<file path="src/rtl/fp_pkg.sv">
// Shared FPU types and constants.
// Single-precision layout, FSM states and the canonical NaN.
package fp_pkg;

    localparam int FP_EXP_W   = 8;
    localparam int FP_MAN_W   = 23;
    localparam int FP_BIAS    = 127;
    localparam int FP_EXP_MAX = 255;

    localparam logic [31:0] FP_QNAN = 32'h7FC0_0000;

    typedef struct packed {
        logic                s;
        logic [FP_EXP_W-1:0] e;
        logic [FP_MAN_W-1:0] m;
    } fp32_t;

    typedef enum logic [2:0] {
        IDLE,
        UNPACK,
        ALIGN,
        ADD,
        NORM,
        ROUND,
        DONE
    } fp_state_e;

endpackage

</file>
<file path="src/rtl/fp_round_rne.sv">
// Round-to-nearest-even on a normalized {1,m,g,r,s} mantissa.
// Flags exponent overflow so the caller can substitute Inf.
module fp_round_rne
    import fp_pkg::*;
(
    input  logic signed [9:0] exp_i,
    input  logic [26:0]       man_i,
    input  logic              sign_i,
    output fp32_t             res_o,
    output logic              ovf_o
);

    logic               up;
    logic [24:0]        rsum;
    logic signed [9:0]  e_r;

    // Increment on guard when round/sticky set or on an exact tie with odd lsb.
    always_comb begin
        up      = man_i[2] & (man_i[1] | man_i[0] | man_i[3]);
        rsum    = {1'b0, man_i[26:3]} + {24'b0, up};
        e_r     = exp_i + (rsum[24] ? 10'sd1 : 10'sd0);
        ovf_o   = e_r >= 10'(FP_EXP_MAX);
        res_o.s = sign_i;
        res_o.e = e_r[7:0];
        res_o.m = rsum[24] ? rsum[23:1] : rsum[22:0];
    end

endmodule

</file>
<file path="src/rtl/fp_addsub_iter.sv">
// Iterative single-precision add/subtract, one shift per cycle.
// Handshaked: accepts in IDLE, holds the result in DONE until taken.
module fp_addsub_iter
    import fp_pkg::*;
#(
    parameter int          ALIGN_LIMIT = 26,
    parameter logic [31:0] QNAN        = FP_QNAN
) (
    input  logic        clk,
    input  logic        rst,
    input  logic        in_valid,
    output logic        in_ready,
    input  logic        op,
    input  logic [31:0] a,
    input  logic [31:0] b,
    output logic        out_valid,
    input  logic        out_ready,
    output logic [31:0] c
);

    localparam logic [4:0] LIM5 = 5'(ALIGN_LIMIT);

    fp_state_e         state_q, state_d;
    logic [31:0]       ra_q, ra_d;
    logic [31:0]       rb_q, rb_d;
    logic              sign_q, sign_d;
    logic              sub_q, sub_d;
    logic signed [9:0] exp_q, exp_d;
    logic [27:0]       ma_q, ma_d;
    logic [26:0]       mb_q, mb_d;
    logic [4:0]        cnt_q, cnt_d;
    logic [31:0]       c_q, c_d;

    fp32_t       fa, fb, big, sml;
    logic        swap;
    logic [7:0]  ediff;
    logic [27:0] sum;
    logic        a_nan, b_nan, a_inf, b_inf, a_zero, b_zero;
    fp32_t       rres;
    logic        rovf;

    // Operand classification, magnitude ordering and the adder datapath.
    always_comb begin
        fa     = ra_q;
        fb     = rb_q;
        a_nan  = (fa.e == 8'hFF) && (fa.m != '0);
        b_nan  = (fb.e == 8'hFF) && (fb.m != '0);
        a_inf  = (fa.e == 8'hFF) && (fa.m == '0);
        b_inf  = (fb.e == 8'hFF) && (fb.m == '0);
        a_zero = fa.e == 8'h00;
        b_zero = fb.e == 8'h00;
        swap   = rb_q[30:0] > ra_q[30:0];
        big    = swap ? fb : fa;
        sml    = swap ? fa : fb;
        ediff  = big.e - sml.e;
        sum    = sub_q ? ma_q - {1'b0, mb_q}
                       : ma_q + {1'b0, mb_q};
    end

    fp_round_rne u_round (
        .exp_i  (exp_q),
        .man_i  (ma_q[26:0]),
        .sign_i (sign_q),
        .res_o  (rres),
        .ovf_o  (rovf)
    );

    // Next-state and datapath update for the align/add/normalize/round FSM.
    always_comb begin
        state_d = state_q;
        ra_d    = ra_q;
        rb_d    = rb_q;
        sign_d  = sign_q;
        sub_d   = sub_q;
        exp_d   = exp_q;
        ma_d    = ma_q;
        mb_d    = mb_q;
        cnt_d   = cnt_q;
        c_d     = c_q;
        unique case (state_q)
            IDLE: begin
                if (in_valid) begin
                    ra_d    = a;
                    rb_d    = {b[31] ^ op, b[30:0]};
                    state_d = UNPACK;
                end
            end
            UNPACK: begin
                state_d = DONE;
                if (a_nan || b_nan) begin
                    c_d = QNAN;
                end else if (a_inf && b_inf) begin
                    c_d = (fa.s != fb.s) ? QNAN : ra_q;
                end else if (a_inf) begin
                    c_d = ra_q;
                end else if (b_inf) begin
                    c_d = rb_q;
                end else if (a_zero && b_zero) begin
                    c_d = {fa.s & fb.s, 31'b0};
                end else if (a_zero) begin
                    c_d = rb_q;
                end else if (b_zero) begin
                    c_d = ra_q;
                end else begin
                    sign_d  = big.s;
                    sub_d   = fa.s ^ fb.s;
                    exp_d   = {2'b00, big.e};
                    cnt_d   = (ediff > {3'b0, LIM5}) ? LIM5 : ediff[4:0];
                    ma_d    = {2'b01, big.m, 3'b000};
                    mb_d    = {1'b1, sml.m, 3'b000};
                    state_d = (cnt_d == 5'd0) ? ADD : ALIGN;
                end
            end
            ALIGN: begin
                mb_d  = {1'b0, mb_q[26:2], mb_q[1] | mb_q[0]};
                cnt_d = cnt_q - 5'd1;
                if (cnt_q == 5'd1) state_d = ADD;
            end
            ADD: begin
                // The first left shift of a cancelling difference is folded in here.
                if (sum == '0) begin
                    c_d     = 32'h0;
                    state_d = DONE;
                end else if (sum[27]) begin
                    ma_d    = sum;
                    state_d = NORM;
                end else if (sum[26]) begin
                    ma_d    = sum;
                    state_d = ROUND;
                end else if (exp_q <= 10'sd1) begin
                    c_d     = {sign_q, 31'b0};
                    state_d = DONE;
                end else begin
                    ma_d    = sum << 1;
                    exp_d   = exp_q - 10'sd1;
                    state_d = sum[25] ? ROUND : NORM;
                end
            end
            NORM: begin
                if (ma_q[27]) begin
                    ma_d    = {1'b0, ma_q[27:2], ma_q[1] | ma_q[0]};
                    exp_d   = exp_q + 10'sd1;
                    state_d = ROUND;
                end else if (exp_q <= 10'sd1) begin
                    c_d     = {sign_q, 31'b0};
                    state_d = DONE;
                end else begin
                    ma_d    = ma_q << 1;
                    exp_d   = exp_q - 10'sd1;
                    if (ma_q[25]) state_d = ROUND;
                end
            end
            ROUND: begin
                c_d     = rovf ? {sign_q, 8'hFF, 23'b0} : rres;
                state_d = DONE;
            end
            DONE: begin
                if (out_ready) state_d = IDLE;
            end
            default: state_d = IDLE;
        endcase
    end

    // State and datapath registers with synchronous reset.
    always_ff @(posedge clk) begin
        if (rst) begin
            state_q <= IDLE;
            ra_q    <= '0;
            rb_q    <= '0;
            sign_q  <= 1'b0;
            sub_q   <= 1'b0;
            exp_q   <= '0;
            ma_q    <= '0;
            mb_q    <= '0;
            cnt_q   <= '0;
            c_q     <= '0;
        end else begin
            state_q <= state_d;
            ra_q    <= ra_d;
            rb_q    <= rb_d;
            sign_q  <= sign_d;
            sub_q   <= sub_d;
            exp_q   <= exp_d;
            ma_q    <= ma_d;
            mb_q    <= mb_d;
            cnt_q   <= cnt_d;
            c_q     <= c_d;
        end
    end

    assign in_ready  = state_q == IDLE;
    assign out_valid = state_q == DONE;
    assign c         = c_q;

endmodule

</file>
<file path="config.mk">
export PLATFORM = sky130hd
export DESIGN_NAME = fp_addsub_iter
export DESIGN_NICKNAME = d
export VERILOG_FILES = /design/src/rtl/fp_pkg.sv /design/src/rtl/fp_round_rne.sv /design/src/rtl/fp_addsub_iter.sv
export SDC_FILE = /design/constraint.sdc
export NUM_CORES = 1
export LEC_CHECK = 0
export BUFFER_PORTS_ARGS = -buffer_cell sky130_fd_sc_hd__buf_2
export CELL_PAD_IN_SITES_DETAIL_PLACEMENT = 1
export CELL_PAD_IN_SITES_GLOBAL_PLACEMENT = 1
export CORE_MARGIN = 3
export CORE_UTILIZATION = 49
export CTS_CLUSTER_DIAMETER = 50
export DETAILED_ROUTE_END_ITERATION = 7
export PLACE_DENSITY = 0.95
export SLEW_MARGIN = 20
export SYNTH_ARGS = -nofsm -noshare
export SYNTH_HDL_FRONTEND = slang
export SYNTH_SLANG_ARGS = --single-unit
</file>
<file path="constraint.sdc">
create_clock -name clk -period 7.4 [get_ports clk]
set_clock_uncertainty 0.15 [all_clocks]
set_input_delay 0.74 -clock clk [delete_from_list [all_inputs] [get_ports clk]]
set_output_delay 0.74 -clock clk [all_outputs]
set_load 0.02 [all_outputs]
</file>
### Word level (Yosys, flattened, before mapping)

Cells that the tools add are included.

| storage, ports and cells | value |
|---|---|
| register bits | 171 |
| word-level logic and storage cells | 178 |

| cells by class | value |
|---|---|
| $add $sub $neg | 8 |
| $lt $le $gt $ge | 4 |
| equality and inequality tests | 30 |
| multiplexer cells | 84 |
| bitwise gates (word level) | 14 |
| reductions and logical operators | 27 |

Operators with widths:

| kind | count |
|---|---|
| 32-bit two-way mux | 14 |
| 28-bit two-way mux | 14 |
| 27-bit two-way mux | 7 |
| 32-bit case mux with 4 select lines | 1 |
| 10-bit two-way mux | 12 |
| 28-bit case mux with 3 select lines | 1 |
| 31-bit two-way mux | 2 |
| 27-bit case mux with 2 select lines | 1 |
| 23-bit zero test | 2 |
| 23-bit nonzero test | 2 |
| 5-bit two-way mux | 8 |
| 3-bit two-way mux | 13 |
| 31-bit > comparator | 1 |
| 10-bit case mux with 3 select lines | 1 |
| 28-bit by 27-bit adder with 28-bit output | 1 |
| 28-bit zero test | 1 |
| 28-bit by 27-bit subtractor with 28-bit output | 1 |
| 2-bit != test (second input constant) | 13 |
| 24-bit by 1-bit adder with 25-bit output | 1 |
| 23-bit two-way mux | 1 |
| 11-bit AND reduction | 2 |
| 3-bit case mux with 7 select lines | 1 |
| 8-bit == test (second input constant) | 2 |
| 8-bit zero test | 2 |
| 36 further kinds | 63 |

### Depth between registers and ports, before layout

Gate-level depths: netlist (run 1).

| depth | value |
|---|---|
| word-level depth | 15 |
| gate-level depth with buffers | 22 |

### Cells and area by module

Synthesis (run 1) repeated with hierarchy kept, for this count alone.

| second synthesis, totals | value |
|---|---|
| cells, all modules | 1883 |
| area total of the unflattened synthesis | 13858.3 um^2 |

Modules (own cells, without submodules):

| module | times used | cells an instance | area each (um^2) | sequential area each (um^2) |
|---|---|---|---|---|
| fp_addsub_iter | 1 | 1740 | 12936.2 | 3423.3 |
| fp_round_rne | 1 | 143 | 922.1 | 0.0 |

### Worst setup path before layout (run 1)

OpenSTA, ideal clock, no wires.

| timing path | value |
|---|---|
| kind | register to register |
| from | register mb_q[2] |
| to | register ma_q[24] |
| setup time | 0.072 ns |
| arrival | 4.759 ns |
| required time | 7.178 ns |
| path slack | 2.420 ns |
| cell stages (with the launch flop) | 20 |
| path buffers | 2 |
| path through | dfxtp_1 buf_2 or4_4 nor4b_4 nand2_1 nor2_1 nor2_1 xnor2_1 ha_1 a21o_1 a21oi_1 o221ai_1 and3_1 or4_1 a211oi_1 nand4_1 nor2_2 buf_2 a21o_1 mux2i_1 |

| between the ends | value |
|---|---|
| cells in the longest elaborated chain, start to end | 7 |
| elaborated cells on any way between the ends | 12 |

Ends and longest elaborated chain:

| element | RTL line | source |
|---|---|---|
| start, declared | fp_addsub_iter.sv:30 | `logic [26:0] mb_q, mb_d;` |
| start signal, assigned | fp_addsub_iter.sv:185 | `mb_q <= mb_d;` |
| 28-bit by 27-bit adder with 28-bit output or 28-bit by 27-bit subtractor with 28-bit output (tied branches) | fp_addsub_iter.sv:57, fp_addsub_iter.sv:56 |  |
| 28-bit two-way mux * | fp_addsub_iter.sv:56 | `sum = sub_q ? ma_q - {1'b0, mb_q}` |
| branches (longest 5 deep; another with 28-bit zero test) | -- |  |
| end signal, assigned | fp_addsub_iter.sv:184 | `ma_q <= ma_d;` |
| end, declared | fp_addsub_iter.sv:29 | `logic [27:0] ma_q, ma_d;` |

Every way passes the cells marked *. The select of a mux whose other input is x is not followed.
A chain may end at the register's enable or synchronous reset.

### Final worst setup path (run 1)

| timing path | value |
|---|---|
| from | register mb_q[2] |
| to | register c_q[29] (netlist: c[29]) |

| between the ends | value |
|---|---|
| cells in the longest elaborated chain, start to end | 5 |
| elaborated cells on any way between the ends | 9 |

Ends and longest elaborated chain:

| element | RTL line | source |
|---|---|---|
| 28-bit by 27-bit adder with 28-bit output or 28-bit by 27-bit subtractor with 28-bit output (tied branches) | fp_addsub_iter.sv:57, fp_addsub_iter.sv:56 |  |
| 28-bit two-way mux * | fp_addsub_iter.sv:56 |  |
| 28-bit zero test | fp_addsub_iter.sv:121 | `if (sum == '0) begin` |
| 3-bit != test (no source line) or 32-bit two-way mux (tied branches) | -- |  |
| 5-bit AND reduction (no source line) or 32-bit case mux with 4 select lines (tied branches) | -- |  |
| end signal, assigned | fp_addsub_iter.sv:176 | `c_q <= '0;` |
| end signal, assigned | fp_addsub_iter.sv:187 | `c_q <= c_d;` |
| end, declared | fp_addsub_iter.sv:32 | `logic [31:0] c_q, c_d;` |

Mark *: on every way between the ends. The rest lies on a longest branch, timed or not.

==> key figures, run 1 <==
Run
  – Max_cap viols: 0

Synth
  – Yosys top cell by area: dfxtp_1
  – Sequential element share of the synthesized area: 0.234
  – Synthesis Warnings: 0
  – Synthesized Nets: approximately 2200
  – Proportion of netlist area held by the largest area contributor: 0.234
  – Commonest cells in the netlist: a21oi_1 (241), nand2_1 (240), nor2_1 (187), dfxtp_1 (171), inv_1 (107)
  – Unique masters post-synth: 85
  – Synth area leaders: dfxtp_1 (23%), a21oi_1 (8.3%), nand2_1 (6.2%)
  – Post-synth EDFFs: 0
  – Number of synthesized register bits: around 170
  – Primary FF master, synth: dfxtp_1
  – Cell count after synthesis: about 2000
  – Synth async-reset ratio: 0
  – Mean area per synthesized cell: approximately 7.1 sq um
  – Netlist Area Pre-Place: roughly 15000 sq um
  – Most common cell in the synthesized netlist: a21oi_1

Cells and area
  – Sequential cell area: approximately 3400 sq um
  – # diodes: 0
  – Area growth, synth to finish: 8.45%
  – Multi-input gate area: a little over 10000 sq um
  – Fin cells: around 2500
  – Post-route cell area: between 15000 and 20000 sq um
  – Post-layout util: 0.546
  – Filler cells: 3756
  – Final-stage net count: approximately 2200
  – Share of post-route cells with drive strength above 1: 0.0992

Clock network
  – CTS max path bufs: 2
  – CTS tree: built
  – Number of CTS-inserted buffers: 17
  – Root Driver: clkbuf_16
  – Worst-skew pair later-pin latency: 460 ps
  – Sink Count: between 150 and 200
  – H-tree depth: 4
  – Post-CTS Setup Bufs: 0
  – Post-CTS sizing: 0
  – Clk pin slew, worst setup/hold paths: roughly 70 ps
  – Cts hold-fix bufs: 0

Routing
  – First drt pass iteration count: 6
  – Residual DRC count: 0
  – Routed Antenna Nets: 0
  – Routed WL: 61.6 mm
  – Vias/cell: around 7
  – 1st-iter DRT viols: 2512
  – Vias: around 17000
  – Routed WL per cell: 25.1 um

GRT
  – Initial antenna violation count: 1
  – GR Util All Layers: 0.379
  – First-pass GRT wire length: approximately 95 mm
  – Grt ovf: 0
  – Vias in the first global route: around 17000
  – Largest net degree at the start of global routing: 106

Die
  – Die Ht: between 150 and 200 um
  – Site Rows: 62
  – Initial Util: 0.503
  – Core Area: about 29000 sq um
  – Die width: around 180 um
  – Top Ports: 103
  – Die area: approximately 32000 sq um

Critical path
  – CP dominant cell by count: nor2_1
  – CP startpoint: mb_q[2]$_SDFFE_PP0P_
  – Crit-path cells: or4_4 -> nor4b_4 -> nand2_1 -> nor2_1 -> nor2_1 -> xnor2_1 -> ha_1 -> a21o_1 -> a21oi_1 -> o221ai_1 -> and3_1 -> or4_1 -> a211oi_1 -> nand4_1 -> nor2_2 -> buf_4 -> a31o_2 -> o21ai_0
  – Worst path slowest cell: or4_4
  – Critical path arrival: 6370 ps
  – Reg2reg path depth: 18
  – Number of cells on the critical path: 18
  – Crit Path Category: reg2reg
  – Crit path buf inv count: 1
  – Top Family by Delay on Critical Path: simple AND/OR/NAND/NOR gates
  – Crit. End Element: flop
  – Startpoint types: flop
  – Critical Path RT: around 7600 ps
  – Launching point of the worst reg2reg path: mb_q[2]$_SDFFE_PP0P_
  – Largest stage delay on the critical path: approximately 600 ps
  – CP Max Fanout: slightly above 40

STA
  – Crit path time final: 6190 ps
  – Rel. slew slack: 0.287
  – Final setup violation count: 0
  – Slew @ Worst Pin: between 1000 and 1500 ps
  – Fin crit share: 0.836
  – Slew Limit Fails: 0
  – Hold violation total from the final report: 0
  – FMAX: roughly 160 MHz
  – TNS Setup: 0 ps
  – RSZ-0062 raised after global routing: false

Hold path
  – Hold Crit Class: reg2reg
  – Hold Path Depth: 2
  – HP Start: c[9]$_SDFFE_PP0P_

Place
  – Routability cong.: 1.03
  – DPL Wire Length: 43.9 mm
  – Placed cell area: about 15000 sq um
  – Port bufs: approximately 100
  – Placed cell count: 2420

Outcome
  – Status: completed
## logic make-up after synthesis
logic type,count (synthesis),share of synthesized area
fa+ha+maj,70,0.0605
simple gates,750,0.242
compound gates,685,0.311
buf+inv,251,0.0670
xor+xnor,72,0.0446
mux,58,0.0403
flops,171,0.234
## registers in the layout (all words and copies together), names as in the netlist
register and flops:
c 32, cnt_q 5, exp_q 10, fa 32, fb 32, ma_q 28, mb_q 27, sign_q 1
state_q 3, sub_q 1
## final cells by class
cell class | instances | share of cell area
well taps | 384 | 0.0303
repair buffers | 123 | 0.0426
clock buffers | 18 | 0.0277
flip-flops and latches | 171 | 0.216
clock inverters | 12 | 0.0118
inverters | 107 | 0.0254
multi-input cells | 1635 | 0.646
## metrics by stage
step,setup WS (ps),hold slack [ps]
after floorplan,2420,312
after global placement,1300,319
after detailed placement,1070,340
after CTS,1050,353
after global routing,856,357
final,1210,351
## placed cells by master, fill, tap and decap left out, types with 9 or more instances in the layout
master     synthesis  final
xor2_1            11     11
a21o_1            40     40
xnor2_1           59     59
ha_1              69     69
nor4_1            21     21
dfxtp_1          171    170
a211oi_1          41     41
a311oi_1          24     24
o21ai_0           57     57
inv_1            107    107
o21a_1            18     18
a31oi_1           49     49
nor2b_1           20     20
or4_1             10     10
a311o_1           14     14
or3_1             10     10
and3_1            31     31
nand2b_1          11     11
clkbuf_16          0     17
o211ai_1          22     22
nor3_1            89     89
o31ai_1           15     15
a21boi_0          13     13
nand2_1          240    237
buf_2             23    101
o22ai_1           44     44
a21oi_1          241    240
a31o_2            18     18
a221oi_1           9      9
buf_4              2     21
and2_1            16     15
mux2i_1           52     52
nor2_1           187    186
nand3_1           50     50
nand4_1           31     31
## per-layer routing
metal	global-route usage	vias up	share of wire
met5	0	-	0.00019
met4	0.190	2	0.054
met3	0.0809	247	0.10
met2	0.592	1078	0.44
met1	0.494	8227	0.40
li1	-	7554	-
## worst reg2reg max path: stages, from the launching register on
cell      delay, ps
dfxtp_1         380
or4_4           610
nor4b_4         360
nand2_1         160
nor2_1          120
nor2_1           60
xnor2_1         140
ha_1            370
a21o_1          270
a21oi_1         360
o221ai_1        440
and3_1          360
or4_1           540
a211oi_1        270
nand4_1         280
nor2_2          240
buf_4           490
a31o_2          350
o21ai_0         130
## final timing paths
kind / end / slack, ps
max: c[29]$_SDFFE_PP0P_ / 1210
min: c[9]$_SDFFE_PP0P_ / 350
max reg2reg: c[29]$_SDFFE_PP0P_ / 1210
min reg2reg: c[9]$_SDFFE_PP0P_ / 350
Power of run 1 is left out: the tool's default activity adds up to more than one toggle a clock period on the data nets, which glitch-free logic cannot reach.
==> inputs of run 2 (changes only) <==
--- a/config.mk
+++ b/config.mk
@@ -9,10 +9,10 @@
 export CELL_PAD_IN_SITES_DETAIL_PLACEMENT = 1
 export CELL_PAD_IN_SITES_GLOBAL_PLACEMENT = 1
 export CORE_MARGIN = 3
-export CORE_UTILIZATION = 49
+export CORE_UTILIZATION = 45
 export CTS_CLUSTER_DIAMETER = 50
 export DETAILED_ROUTE_END_ITERATION = 7
-export PLACE_DENSITY = 0.95
+export PLACE_DENSITY = 0.93
 export SLEW_MARGIN = 20
 export SYNTH_ARGS = -nofsm -noshare
 export SYNTH_HDL_FRONTEND = slang
==> constraint.sdc (replaced) <==
create_clock -name clk -period 6.4 [get_ports clk]
set_clock_uncertainty 0.15 [all_clocks]
set_input_delay 0.64 -clock clk [delete_from_list [all_inputs] [get_ports clk]]
set_output_delay 0.64 -clock clk [all_outputs]
set_load 0.02 [all_outputs]
==> run 2 against run 1 <==
Compared with the run above:
- register-to-register slack worse by 860 ps
- non-clock buffer count grew 5
- largest cell class unchanged
- setup slack lost 860 ps
- routed wire length decreased by 3.4%
- sequential share of layout area shrank 0.11 points
==> key figures, run 2 (synthesized netlist as in run 1, its figures left out) <==
Critical path
  – CP Max Fanout: 24
  – CP startpoint: mb_q[2]$_SDFFE_PP0P_
  – Setup crit end: ma_q[25]$_SDFFE_PP0P_
  – Critical path arrival: around 6300 ps
  – Startpoint types: flop
  – Worst R2R Setup Slack: 350 ps
  – Reg2reg path depth: 17
  – Crit. End Element: flop
  – Critical Path RT: 6610 ps
  – Worst path slowest cell: a21oi_2
  – Crit Path Category: reg2reg
  – Largest stage delay on the critical path: around 880 ps
  – CP dominant cell by count: nor2_1
  – Launching point of the worst reg2reg path: mb_q[2]$_SDFFE_PP0P_
  – Crit-path cells: or4_4 -> nor4b_4 -> nand2_1 -> nor2_1 -> nor2_1 -> xnor2_1 -> ha_1 -> a21o_1 -> a21oi_1 -> o22ai_1 -> a31o_2 -> a211oi_1 -> nor3_1 -> nand4_1 -> nor2_2 -> a21oi_2 -> mux2_2
  – Reg2reg end: ma_q[25]$_SDFFE_PP0P_

Die
  – Core Area: 31800 sq um
  – Top Ports: slightly above 100
  – Die width: between 150 and 200 um
  – Die area: between 30000 and 40000 sq um
  – Initial Util: 0.459
  – Die Ht: roughly 190 um
  – Site Rows: 65

Routing
  – Residual DRC count: 0
  – Vias: approximately 17000
  – Vias/cell: about 6.8
  – Routed WL per cell: around 24 um
  – Routed WL: 59.5 mm
  – Routed Antenna Nets: 0
  – First drt pass iteration count: 6
  – 1st-iter DRT viols: approximately 2300

Cells and area
  – Final-stage net count: around 2200
  – Filler cells: 4065
  – Sequential cell area: between 3000 and 4000 sq um
  – Post-route cell area: 15900 sq um
  – Most common cell after layout, fill and taps aside: a21oi_1
  – Multi-input gate area: just over 10000 sq um
  – Share of post-route cells with drive strength above 1: 0.102
  – Post-layout util: 0.501
  – Area growth, synth to finish: 9.01%
  – Most frequent cells in the layout: a21oi_1 (240), nand2_1 (238), nor2_1 (186)

STA
  – Slew Limit Fails: 0
  – Final setup violation count: 0
  – Crit path time final: roughly 6000 ps
  – Hold_ws: about 270 ps
  – Hold violation total from the final report: 0
  – FMAX: around 170 MHz
  – TNS Setup: 0 ps
  – Slew @ Worst Pin: about 1200 ps
  – Fin crit share: 0.945
  – Rel. slew slack: 0.225
  – RSZ-0062 raised after global routing: false

Clock network
  – Clk pin slew, worst setup/hold paths: approximately 80 ps
  – Sink Count: approximately 170
  – CTS max path bufs: 2
  – Number of CTS-inserted buffers: 17
  – Root Driver: clkbuf_16
  – H-tree depth: 4
  – Worst-skew pair later-pin latency: roughly 460 ps
  – CTS tree: built
  – Cts hold-fix bufs: 0

GRT
  – Largest net degree at the start of global routing: 82
  – GR Util All Layers: 0.338
  – Vias in the first global route: 16682
  – Initial antenna violation count: 1
  – Grt ovf: 0
  – First-pass GRT wire length: about 90 mm

Place
  – Routability cong.: just over 1
  – Placed cell area: 15300 sq um
  – Port bufs: slightly above 100
  – DPL Wire Length: 43.8 mm

Outcome
  – Status: completed

Hold path
  – HP Start: a[25]
  – Hold Crit Class: in2reg

Run
  – Max_cap viols: 0
-- run 2: changes by cell type in the layout (fill, tap and decap cells not counted), sizes merged --
cell,previous run,this run
buf,123,128
bufinv,4,3
clkbuf,18,17
clkinvlp,2,3
diode,0,1
inv,110,111
-- run 2: final cells by class --
cell class                      count  area share
Timing Repair Buffer              128      0.0447
Sequential cell                   171       0.215
Multi-Input combinational cell   1635       0.643
Tap cell                          435      0.0342
Clock buffer                       17      0.0267
Antenna cell                        1    0.000157
Inverter                          107      0.0252
Clock inverter                     13      0.0106
-- run 2: how the worst min path moves through the flow --
stage,cells past startpoint,slack [ps],end
final,3,270,fa[25]$_SDFFE_PP0P_
after global routing,3,260,fa[25]$_SDFFE_PP0P_
after detailed placement,2,340,c[7]$_SDFFE_PP0P_
after global placement,2,330,c[28]$_SDFFE_PP0P_
after CTS,3,260,fb[28]$_SDFFE_PP0P_
after floorplan,2,310,fa[9]$_SDFFE_PP0P_
-- run 2: worst max-delay path: cells and delay by family (launching register included) --
kind,cells,cell delay (ps)
flip-flops,1,370
AND/OR/NAND/NOR,8,2010
XOR/XNOR,1,140
multiplexers,1,420
AO/OA/AOI/OAI,6,2460
adder cells (fa/ha/maj),1,380
-- run 2: metrics by stage --
step	cells	worst slack (ps)
after floorplan	2057	1420
after global placement	2476	586
after detailed placement	2476	368
after CTS	2506	263
after global routing	2506	26.0
final	2507	355
-- run 2: metal layers --
layer / up-vias / share of wire / GRT usage
li1: 7573 / - / -
met1: 8200 / 0.41 / 0.429
met2: 968 / 0.44 / 0.540
met3: 258 / 0.095 / 0.0788
met4: 0 / 0.057 / 0.168
met5: - / 0 / 0
-- run 2: what timing repair did --
item	CTS	global route
endpoints found under the hold margin	0	0
setup buffers	0	0
endpoints found under the setup margin	0	38
resized for setup	0	4
Power of run 2 is left out for the same reason.
==> inputs of run 3 (changes only) <==
--- a/config.mk
+++ b/config.mk
@@ -13,6 +13,7 @@
 export CTS_CLUSTER_DIAMETER = 50
 export DETAILED_ROUTE_END_ITERATION = 7
 export PLACE_DENSITY = 0.93
+export REMOVE_ABC_BUFFERS = 1
 export SLEW_MARGIN = 20
 export SYNTH_ARGS = -nofsm -noshare
 export SYNTH_HDL_FRONTEND = slang
==> run 3 against run 2 <==
Compared with the run above:
- critical path depth increased by 3
- worst hold slack got worse by 18 ps
- non-clock buffer count increased by 5
- setup slack got worse by 59 ps
- via count decreased by 0.27%
- cell count increased by 0.24%
- routed wire length increased by 1.4%
- sequential share of layout area about the same
- design area increased by 0.17%
- clock-buffer cell count increased by 1
- sequential cell count unchanged
==> key figures, run 3 (synthesized netlist as in run 1, its figures left out) <==
Clock network
  – Post-CTS sizing: 0
  – Cts hold-fix bufs: 0
  – CTS max path bufs: 2
  – CTS tree: built
  – Clk pin slew, worst setup/hold paths: ~80 ps
  – Post-CTS Setup Bufs: 0
  – Root Driver: clkbuf_16
  – Number of CTS-inserted buffers: 17
  – Worst-skew pair later-pin latency: between 400 and 500 ps
  – H-tree depth: 4
  – Sink Count: 171

GRT
  – Grt ovf: 0
  – Largest net degree at the start of global routing: 80
  – Global-route track usage on met1: 0.460
  – Vias in the first global route: 16426
  – Met3 global-route usage: 0.0723
  – First-pass GRT wire length: between 90 and 100 mm
  – GR met2 Demand/Resource: 0.542
  – GR Util All Layers: 0.340
  – Busiest grt layer: met2
  – Initial antenna violation count: 1

Critical path
  – Largest stage delay on the critical path: between 500 and 600 ps
  – Reg2reg end: ma_q[14]$_SDFFE_PP0P_
  – Startpoint types: flop
  – Critical path arrival: approximately 6300 ps
  – Reg2reg path depth: 20
  – Critical Path RT: about 6600 ps
  – Worst R2R Setup Slack: between 200 and 300 ps
  – Crit. End Element: flop
  – Crit-path cells: or4_4 -> nor4b_4 -> nand2_1 -> nor2_1 -> nor2_1 -> xnor2_1 -> ha_1 -> a21o_1 -> a21oi_1 -> o221ai_1 -> buf_4 -> and3_1 -> or4_1 -> a211oi_1 -> nand4_1 -> nor2_2 -> buf_4 -> a21oi_2 -> buf_4 -> a21boi_0
  – Launching point of the worst reg2reg path: mb_q[2]$_SDFFE_PP0P_
  – Worst path slowest cell: or4_4
  – CP dominant cell by count: buf_4
  – CP Max Fanout: 23
  – Crit Path Category: reg2reg

Run
  – Max_cap viols: 0

Die
  – Die area: approximately 35000 sq um
  – Core Area: ~32000 sq um
  – Site Rows: 65
  – Initial Util: 0.459
  – Die width: ~190 um
  – Top Ports: between 100 and 150
  – Die Ht: 186 um

Place
  – Port bufs: ~100
  – DPL Wire Length: 44.0 mm
  – Routability cong.: around 0.97
  – DP Worst Slack: 479 ps

Routing
  – First drt pass iteration count: 7
  – Vias/cell: 6.75
  – Routed Antenna Nets: 0
  – Routed WL: roughly 60 mm
  – Residual DRC count: 0
  – Vias: about 17000
  – 1st-iter DRT viols: 2191
  – Routed WL per cell: 24.0 um

STA
  – Final setup violation count: 0
  – Slew @ Worst Pin: 1150 ps
  – Slew Limit Fails: 0
  – RSZ-0062 raised after global routing: false
  – Rel. slew slack: 0.230
  – Hold violation total from the final report: 0
  – TNS Setup: 0 ps
  – FMAX: 164 MHz
  – Fin crit share: 0.954
  – Crit path time final: 6100 ps
  – Hold_ws: ~250 ps
  – Final setup margin: 296 ps

Cells and area
  – Final-stage net count: 2204
  – Most common cell after layout, fill and taps aside: a21oi_1
  – Area growth, synth to finish: 9.20%
  – # diodes: 0
  – Most frequent cells in the layout: a21oi_1 (241), nand2_1 (238), nor2_1 (186)
  – Share of post-route cells with drive strength above 1: 0.103
  – Post-layout util: 0.502

Outcome
  – Status: completed

Hold path
  – Hold Path Depth: 3
  – HP Start: b[14]
  – Hold Crit Class: in2reg
  – Hold Crit Endpoint: fb[14]$_SDFFE_PP0P_
run 3: cell types whose count changed in the layout (fill, tap and decap cells not counted), sizes merged:
cell,before,now
buf,128,133
bufinv,3,0
inv,111,114
clkinv,3,5
clkbuf,17,18
clkinvlp,3,2
diode,1,0
run 3: metal layers:
metal / part of all wire / wire length [um] / vias up
li1: - / - / 7574
met1: 0.42 / 25300 / 8276
met2: 0.45 / 27300 / 929
met3: 0.095 / 5760 / 172
met4: 0.033 / 1990 / 2
met5: 0.00022 / 13 / -
run 3: stage by stage:
step	std cells	instance area (sq um)
final	2513	16000
after global routing	2513	16000
after CTS	2512	15900
after detailed placement	2480	15300
after global placement	2480	15300
after floorplan	1913	14000
run 3: worst max path at each step:
stage	depth (start not counted)	startpoint	slack (ps)	to
after floorplan	16	fa[26]$_SDFFE_PP0P_	340	cnt_q[4]$_SDFFE_PP0P_
after global placement	18	mb_q[2]$_SDFFE_PP0P_	650	exp_q[8]$_SDFFE_PP0P_
after detailed placement	18	mb_q[2]$_SDFFE_PP0P_	480	exp_q[8]$_SDFFE_PP0P_
after CTS	18	mb_q[2]$_SDFFE_PP0P_	430	exp_q[8]$_SDFFE_PP0P_
after global routing	20	mb_q[2]$_SDFFE_PP0P_	0.6	ma_q[13]$_SDFFE_PP0P_
final	20	mb_q[2]$_SDFFE_PP0P_	300	ma_q[14]$_SDFFE_PP0P_
run 3: worst max-delay path: cells and delay by family (launching register included):
family	cells	cell delay [ps]
xor+xnor	1	250
simple gates	9	2660
compound gates	6	1400
buf+inv	3	770
fa+ha+maj	1	360
flops	1	390
run 3: final cells by class:
cell class	instances	area (sq um)
fill	4064	15800
multi-input combinational	1635	10200
sequential	171	3420
timing repair buffer	133	758
tap	435	544
clock buffer	18	439
inverter	107	402
clock inverter	14	151
Power of run 3 is left out for the same reason.
